$ cat config.mk
export PLATFORM = sky130hd
export DESIGN_NAME = mult_seq_ctrl
export DESIGN_NICKNAME = d
export VERILOG_FILES = /design/src/rtl/mult_seq_ctrl.sv
export SDC_FILE = /design/constraint.sdc
export NUM_CORES = 1
export LEC_CHECK = 0
export ABC_AREA = 1
export CORE_MARGIN = 3
export CORE_UTILIZATION = 46
export DETAILED_ROUTE_END_ITERATION = 6
export HOLD_SLACK_MARGIN = 0.12
export PLACE_DENSITY = 0.76
export RECOVER_POWER = 50
export SETUP_SLACK_MARGIN = 0.5
export SLEW_MARGIN = 20
export SYNTH_ARGS = -nofsm -noshare
export SYNTH_HDL_FRONTEND = slang
export SYNTH_SLANG_ARGS = --single-unit
$ cat constraint.sdc
create_clock -name clk -period 1.6 [get_ports clk]
set_clock_uncertainty 0.1 [all_clocks]
set_input_delay 0.24 -clock clk [delete_from_list [all_inputs] [get_ports clk]]
set_output_delay 0.24 -clock clk [all_outputs]
set_load 0.05 [all_outputs]
$ cat src/rtl/mult_seq_ctrl.sv
// mult_seq_ctrl: issues one multiply at a time to the Booth multiplier, short-circuiting
// zero operands, repeated operations and illegal codes, with timeout and enable-low release window.
module mult_seq_ctrl #(
    parameter int TIMEOUT_CYCLES = 64,
    parameter int RELEASE_CYCLES = 2,
    parameter int CNT_W          = 7
) (
    input  logic        clk,
    input  logic        reset,
    input  logic        flush,
    input  logic        req_valid,
    output logic        req_ready,
    input  logic [31:0] req_rs1,
    input  logic [31:0] req_rs2,
    input  logic [11:0] req_codif,
    output logic        resp_valid,
    input  logic        resp_ready,
    output logic [31:0] resp_rd,
    output logic        resp_err,
    output logic [1:0]  resp_src,
    output logic        mul_enable,
    output logic [31:0] mul_rs1,
    output logic [31:0] mul_rs2,
    output logic [11:0] mul_codif,
    input  logic [31:0] mul_rd,
    input  logic        mul_done
);
    typedef enum logic [1:0] {IDLE, ISSUE, WAIT, RESP} state_e;

    localparam logic [CNT_W-1:0] TO_LAST  = CNT_W'(TIMEOUT_CYCLES - 1);
    localparam logic [CNT_W-1:0] REL_LOAD = CNT_W'(RELEASE_CYCLES);

    state_e           state_q, state_d;
    logic [31:0]      rs1_q, rs1_d, rs2_q, rs2_d, rd_q, rd_d;
    logic [11:0]      cod_q, cod_d;
    logic             err_q, err_d;
    logic [1:0]       src_q, src_d;
    logic             c_valid_q, c_valid_d;
    logic [31:0]      c_rs1_q, c_rs1_d, c_rs2_q, c_rs2_d, c_rd_q, c_rd_d;
    logic [11:0]      c_cod_q, c_cod_d;
    logic [CNT_W-1:0] rel_q, rel_d, to_q, to_d;
    logic             busy, accept, legal, zero, hit;

    assign busy       = state_q == ISSUE || state_q == WAIT;
    assign req_ready  = !reset && state_q == IDLE && rel_q == '0;
    assign accept     = req_valid && req_ready;
    assign legal      = req_codif inside {12'b010000110011, 12'b010010110011,
                                          12'b010100110011, 12'b010110110011};
    assign zero       = req_rs1 == '0 || req_rs2 == '0;
    assign hit        = c_valid_q && {c_rs1_q, c_rs2_q, c_cod_q} == {req_rs1, req_rs2, req_codif};
    assign resp_valid = state_q == RESP;
    assign resp_rd    = rd_q;
    assign resp_err   = err_q;
    assign resp_src   = src_q;
    assign mul_enable = busy;
    assign mul_rs1    = busy ? rs1_q : '0;
    assign mul_rs2    = busy ? rs2_q : '0;
    assign mul_codif  = busy ? cod_q : '0;

    always_comb begin
        state_d   = state_q;
        rs1_d     = rs1_q;
        rs2_d     = rs2_q;
        cod_d     = cod_q;
        rd_d      = rd_q;
        err_d     = err_q;
        src_d     = src_q;
        rel_d     = rel_q == '0 ? '0 : rel_q - 1'b1;
        to_d      = to_q;
        c_valid_d = c_valid_q && !flush;
        c_rs1_d   = c_rs1_q;
        c_rs2_d   = c_rs2_q;
        c_cod_d   = c_cod_q;
        c_rd_d    = c_rd_q;
        case (state_q)
            IDLE: if (accept) begin
                rs1_d   = req_rs1;
                rs2_d   = req_rs2;
                cod_d   = req_codif;
                state_d = (!legal || zero || hit) ? RESP : ISSUE;
                err_d   = !legal;
                src_d   = !legal ? 2'd3 : zero ? 2'd1 : hit ? 2'd2 : 2'd0;
                rd_d    = (legal && !zero && hit) ? c_rd_q : '0;
            end
            ISSUE: begin
                state_d = WAIT;
                to_d    = '0;
            end
            WAIT: begin
                to_d = to_q + 1'b1;
                // Any exit drops enable and arms the release window so the Booth FSMs settle.
                if (mul_done) begin
                    state_d   = RESP;
                    rel_d     = REL_LOAD;
                    rd_d      = mul_rd;
                    err_d     = 1'b0;
                    src_d     = 2'd0;
                    c_valid_d = !flush;
                    c_rs1_d   = rs1_q;
                    c_rs2_d   = rs2_q;
                    c_cod_d   = cod_q;
                    c_rd_d    = mul_rd;
                end else if (to_q == TO_LAST) begin
                    state_d = RESP;
                    rel_d   = REL_LOAD;
                    rd_d    = '0;
                    err_d   = 1'b1;
                    src_d   = 2'd3;
                end
            end
            RESP: state_d = resp_ready ? IDLE : RESP;
            default: state_d = IDLE;
        endcase
    end

    always_ff @(posedge clk) begin
        if (reset) begin
            state_q   <= IDLE;
            rs1_q     <= '0;
            rs2_q     <= '0;
            cod_q     <= '0;
            rd_q      <= '0;
            err_q     <= 1'b0;
            src_q     <= '0;
            rel_q     <= '0;
            to_q      <= '0;
            c_valid_q <= 1'b0;
            c_rs1_q   <= '0;
            c_rs2_q   <= '0;
            c_cod_q   <= '0;
            c_rd_q    <= '0;
        end else begin
            state_q   <= state_d;
            rs1_q     <= rs1_d;
            rs2_q     <= rs2_d;
            cod_q     <= cod_d;
            rd_q      <= rd_d;
            err_q     <= err_d;
            src_q     <= src_d;
            rel_q     <= rel_d;
            to_q      <= to_d;
            c_valid_q <= c_valid_d;
            c_rs1_q   <= c_rs1_d;
            c_rs2_q   <= c_rs2_d;
            c_cod_q   <= c_cod_d;
            c_rd_q    <= c_rd_d;
        end
    end
endmodule

==> After elaboration in Yosys (flattened, before gate mapping) <==
Index checks and enable logic that the tools add are counted.
{ "op_classes": {"addsub": 2, "n_eq_ne": 11, "n_mux": 31, "reduce_logical": 26} }
{ "op_table": {"columns": ["op", "n"], "rows": [
  ["two-way mux 32 bit", 6],
  ["equality test 76 bit", 1],
  ["zero test 32 bit", 2],
  ["case mux 32 bit (2 select lines)", 1],
  ["equality test 12 x 11 -> 1 bit (second input constant)", 4],
  ["two-way mux 7 bit", 4],
  ["two-way mux 2 bit", 10],
  ["case mux 7 bit (2 select lines)", 1],
  ["two-way mux 12 bit", 1],
  ["case mux 2 bit (4 select lines)", 1],
  ["adder 7 x 1 -> 7 bit (second input constant)", 1],
  ["equality test 7 x 6 -> 1 bit (second input constant)", 1],
  ["logical AND 1 bit", 7],
  ["zero test 7 bit", 1],
  ["subtractor 7 x 1 -> 7 bit (second input constant)", 1],
  ["AND reduction 2 bit", 3],
  ["two-way mux 1 bit", 5],
  ["equality test 2 bit (second input constant)", 2],
  ["zero test 1 bit", 4],
  ["logical OR 1 bit", 4],
  ["case mux 2 bit (2 select lines)", 1],
  ["nonzero test 2 bit", 2],
  ["nonzero test 4 bit", 1],
  ["inequality test 3 x 2 -> 1 bit (second input constant)", 1],
  ["5 further kinds", 5]
]} }
{ "totals": {"regBits": 236, "input_bits": 114, "out_inout_bits": 114, "word_cells": 84} }

==> Logic depth before layout (Yosys ltp) <==
{ "logic_depth": {"word_depth": 8, "mapped_depth": 13} }

==> Worst setup path after synthesis <==
Ideal clock, no wire load.
{ "synth_timing": {"kind": "register to output", "from": "register state_q[0]", "to": "output mul_rs2[10]", "arrival_time_ns": 1.998, "t_required_ns": 1.260, "path_slack_ns": -0.738, "path_stages_with_launch": 7, "cell_sequence": "dfxtp_1 > inv_1 > ha_1 > clkbuf_1 > clkbuf_1 > nand2_1 > inv_1"} }
{ "synth_between": {"elab_chain_len": 3} }
{ "synth_rtl": {"columns": ["item", "line", "source"], "rows": [
  ["start: declaration", "33", "state_e state_q, state_d;"],
  ["start signal: assignment", "133", "state_q <= state_d;"],
  ["equality test 2 x 1 -> 1 bit / equality test 2 bit (equally long branches)", "44", "assign busy = state_q == ISSUE || state_q == WAIT;"],
  ["logical OR 1 bit (*)", "44", null],
  ["net mul_enable", "21", "output logic mul_enable,"],
  ["two-way mux 32 bit (*)", "57", "assign mul_rs2 = busy ? rs2_q : '0;"],
  ["end: declaration", "23", "output logic [31:0] mul_rs2,"]
]} }
Mark *: on every way through the listed nets, which the timed path passes. The rest lies on a longest branch.

==> Final worst setup path <==
{ "layout_timing": {"from": "register c_rs2_q[14]", "to": "register rd_q[30] (netlist: resp_rd[30])"} }
{ "layout_between": {"elab_chain_len": 6} }
{ "layout_rtl": {"columns": ["item", "line", "source"], "rows": [
  ["start: declaration", "39", "logic [31:0] c_rs1_q, c_rs1_d, c_rs2_q, c_rs2_d, c_rd_q, c_rd_d;"],
  ["start signal: assignment", "144", "c_rs2_q <= c_rs2_d;"],
  ["equality test 76 bit", "50", "assign hit = c_valid_q && {c_rs1_q, c_rs2_q, c_cod_q} == {req_rs1, req_rs2, req_codif};"],
  ["logical AND 1 bit", "50", null],
  ["logical AND 1 bit", "83", "rd_d = (legal && !zero && hit) ? c_rd_q : '0;"],
  ["two-way mux 32 bit", "83", null],
  ["two-way mux 32 bit", "76", "IDLE: if (accept) begin"],
  ["case mux 32 bit (2 select lines)", "75", "case (state_q)"],
  ["end signal: assignment", "137", "rd_q <= rd_d;"],
  ["end: declaration", "34", "logic [31:0] rs1_q, rs1_d, rs2_q, rs2_d, rd_q, rd_d;"]
]} }
Every way passes these cells. The select of a mux whose other input is x is not followed.
A chain may end at the register's enable or synchronous reset.

==> results <==
[state kept, by name, summed over array words and instances, names as in the netlist, 7 cells and up]
register and flops:
c_cod_q 12, c_rd_q 32, c_rs1_q 32, c_rs2_q 32, cod_q 12, rel_q 7, resp_rd 32, rs1_q 32
rs2_q 32, to_q 7
[worst paths after layout]
check | endpoint | startpoint | cells past startpoint | slack [ns]
worst max-delay path | resp_rd[30]$_SDFFE_PP0P_ | c_rs2_q[14]$_SDFFE_PP0P_ | 11 | -1.10
worst min-delay path | to_q[2]$_SDFFE_PP0N_ | reset | 5 | 0.16
worst max register to register | resp_rd[30]$_SDFFE_PP0P_ | c_rs2_q[14]$_SDFFE_PP0P_ | 11 | -1.10
worst min register to register | rs1_q[4]$_SDFFE_PP0P_ | rs1_q[4]$_SDFFE_PP0P_ | 2 | 0.37
[through the flow]
stage / hold slack [ns] / cell area, um2 / setup slack [ns]
final: 0.158 / 19400 / -1.10
after global routing: 0.148 / 19400 / -1.05
after CTS: 0.177 / 17200 / -0.609
after detailed placement: 0.329 / 15300 / -0.784
after global placement: 0.323 / 15300 / -0.735
after floorplan: 0.283 / 11400 / -0.104
[layout make-up]
type / count / share of cell area
Clock buffer: 34 / 0.0372
Sequential cell: 236 / 0.245
Timing Repair Buffer: 454 / 0.304
Clock inverter: 12 / 0.0128
Antenna cell: 2 / 0.000258
Tap cell: 313 / 0.0202
Inverter: 258 / 0.0666
Multi-Input combinational cell: 956 / 0.314
[report_power, final]
group | internal [mW] | total, mW | switching [mW] | leakage (nW)
combinational | 6.85 | 17.0 | 10.2 | 5.08
sequential | 7.24 | 8.47 | 1.23 | 1.93
clock | 4.29 | 6.99 | 2.70 | 0.467
total | 18.4 | 32.5 | 14.1 | 7.48
[worst register-to-register path, cell delays in order, from the launching register on]
cell	delay, ns
dfxtp_1	0.32
xor2_1	0.22
nor2_1	0.22
nand2_1	0.22
nor2_1	0.20
nand2_1	0.12
nor2_4	0.24
buf_6	0.14
buf_6	0.13
clkbuf_16	0.15
nand4_1	0.11
a21oi_1	0.38
[metal layers]
layer | part of all wire | vias up | routed length (um) | global-route usage
li1 | - | 5750 | - | -
met4 | 0.12 | 2 | 6860 | 0.140
met3 | 0.14 | 629 | 8170 | 0.0663
met2 | 0.44 | 1472 | 25500 | 0.516
met1 | 0.30 | 6500 | 17700 | 0.354
met5 | 0.00022 | - | 13 | 0
[cells by family after synthesis]
group                    after synthesis  synth area share
AO/OA/AOI/OAI                        478             0.224
AND/OR/NAND/NOR                      439             0.173
buffers and inverters                350             0.127
flip-flops                           236             0.441
XOR/XNOR                              31            0.0253
adder cells (fa/ha/maj)                8           0.00933
[cells in the mapped netlist (all sizes together)]
cell / count
xor2: 5
nand3: 11
o21ai: 211
nand4: 51
dfxtp: 236
buf: 30
nor4: 2
clkinv: 1
nand2: 282
o221ai: 1
inv: 257
ha: 8
nor3: 9
o22ai: 2
xnor2: 26
nor2: 84
o21a: 1
a21oi: 263
clkbuf: 62
[timing repair]
action                                  CTS  global route
hold endpoints to repair                  1             4
gates resized for setup                 131           422
pin swaps                                54           102
endpoints found under the setup margin  350           350
hold buffers                              3             4
buffers inserted                         26            24
cloned                                   10            33
==> reports/results.txt <==
Commonest non-fill, non-tap cell in the layout = dfxtp_1
Port bufs = 227
Largest net degree at the start of global routing = 57
Rows = 55
Total GRT Usage = 0.299
Die height = 159 um
Max FO, Critical Path = 4
Yosys top cell by area = dfxtp_1
Power Total = 32.5 mW
CP arrival = 2.99 ns
Failing checks = DRC, setup timing
Total wire length = 58,300 um
Peak supply drop = 0.00145 V
Routed length per instance = 25.7 um
Least-Margin Pin Slew = 0.685 ns
Critical Path Sink Type = register
Antenna-violating nets left = 0
Crit-path leading delay family = simple AND/OR/NAND/NOR gates
Maxcap violations = 0
Hold Vio Cnt, Final = 0
FF+latch count, synth = 236
Nets@finish = 2,053
DR iter-0 viols = 2,286
Via count = 14,400
Share of layout cells above drive strength 1 = 0.402
Synth top area cells = dfxtp_1, a21oi_1, nand2_1, inv_1, o21ai_0
DRT Pass-1 Iters = 7
Die X-Extent = 159 um
Minimum clock period = 2.70 ns
Bufs and invs on worst path = 3
Clk sinks = 236
CTS Buffer Depth = 3
Unique masters post-synth = 28
Core Util, Final = 0.850
Mapped Cells = 1,542
RSZ-0062 raised after global routing = true
Slew HR = 0.542
Worst setup SP type = register
Slew Limit Fails = 0
Die area = 0.0252 mm2
Syn_nets = 1,664
Setup TNS = -132.28 ns
Critical path class = register to register
Root buffer cell = clkbuf_16
Placed Cells = 2,117
Worst-path cell chain = xor2_1, nor2_1, nand2_1, nor2_1, nand2_1, nor2_4, buf_6, buf_6, clkbuf_16, nand4_1, a21oi_1
Worst Hold Class = primary input to register
Max H-tree Level = 1
CP max stage delay = 0.38 ns
Vias in the first global route = 11,800
Multi-input logic area = 0.00607 mm2
Most frequent cells in the layout = dfxtp_1, nand2_1, a21oi_1
Mapped cell area = 0.0107 mm2
Drt drc = 7
Slowest-stage cell, CP = a21oi_1
Syn avg cell area = 6.95 um2
Post-synth top area share = 0.441
P_leak = 7.48 nW
Pwr dens = 1680 mW/mm2
Clock Latency Late Sink = 0.55 ns
Via density = 6.34
Ports = 228
Initial antenna violation count = 3
Period utilization = 1.69
Clock Pin Slew Worst Setup and Hold Paths = 0.07 ns
First-pass GRT wire length = 60,100 um
Final setup violation count = 309
Fmax achieved = 370 MHz
Seq/Total Area, Yosys = 0.441
Worst setup margin = -1.10 ns
DP HPWL = 25,200 um
CP required = 1.89 ns
Starting Density = 0.471
Final global-route overflow total = 0
CTS tree = done
Area growth syn-to-layout = 80.5%
Outcome = finished with violations
Total CTS buffers = 25
Fill count = 954
Ys Warns = 0
Core Region = 0.0228 mm2
Register area = 0.00475 mm2
Final non-filler cell total = 2,265
RD Place Congestion = 0.954
Power figures use the tool's default switching activity.
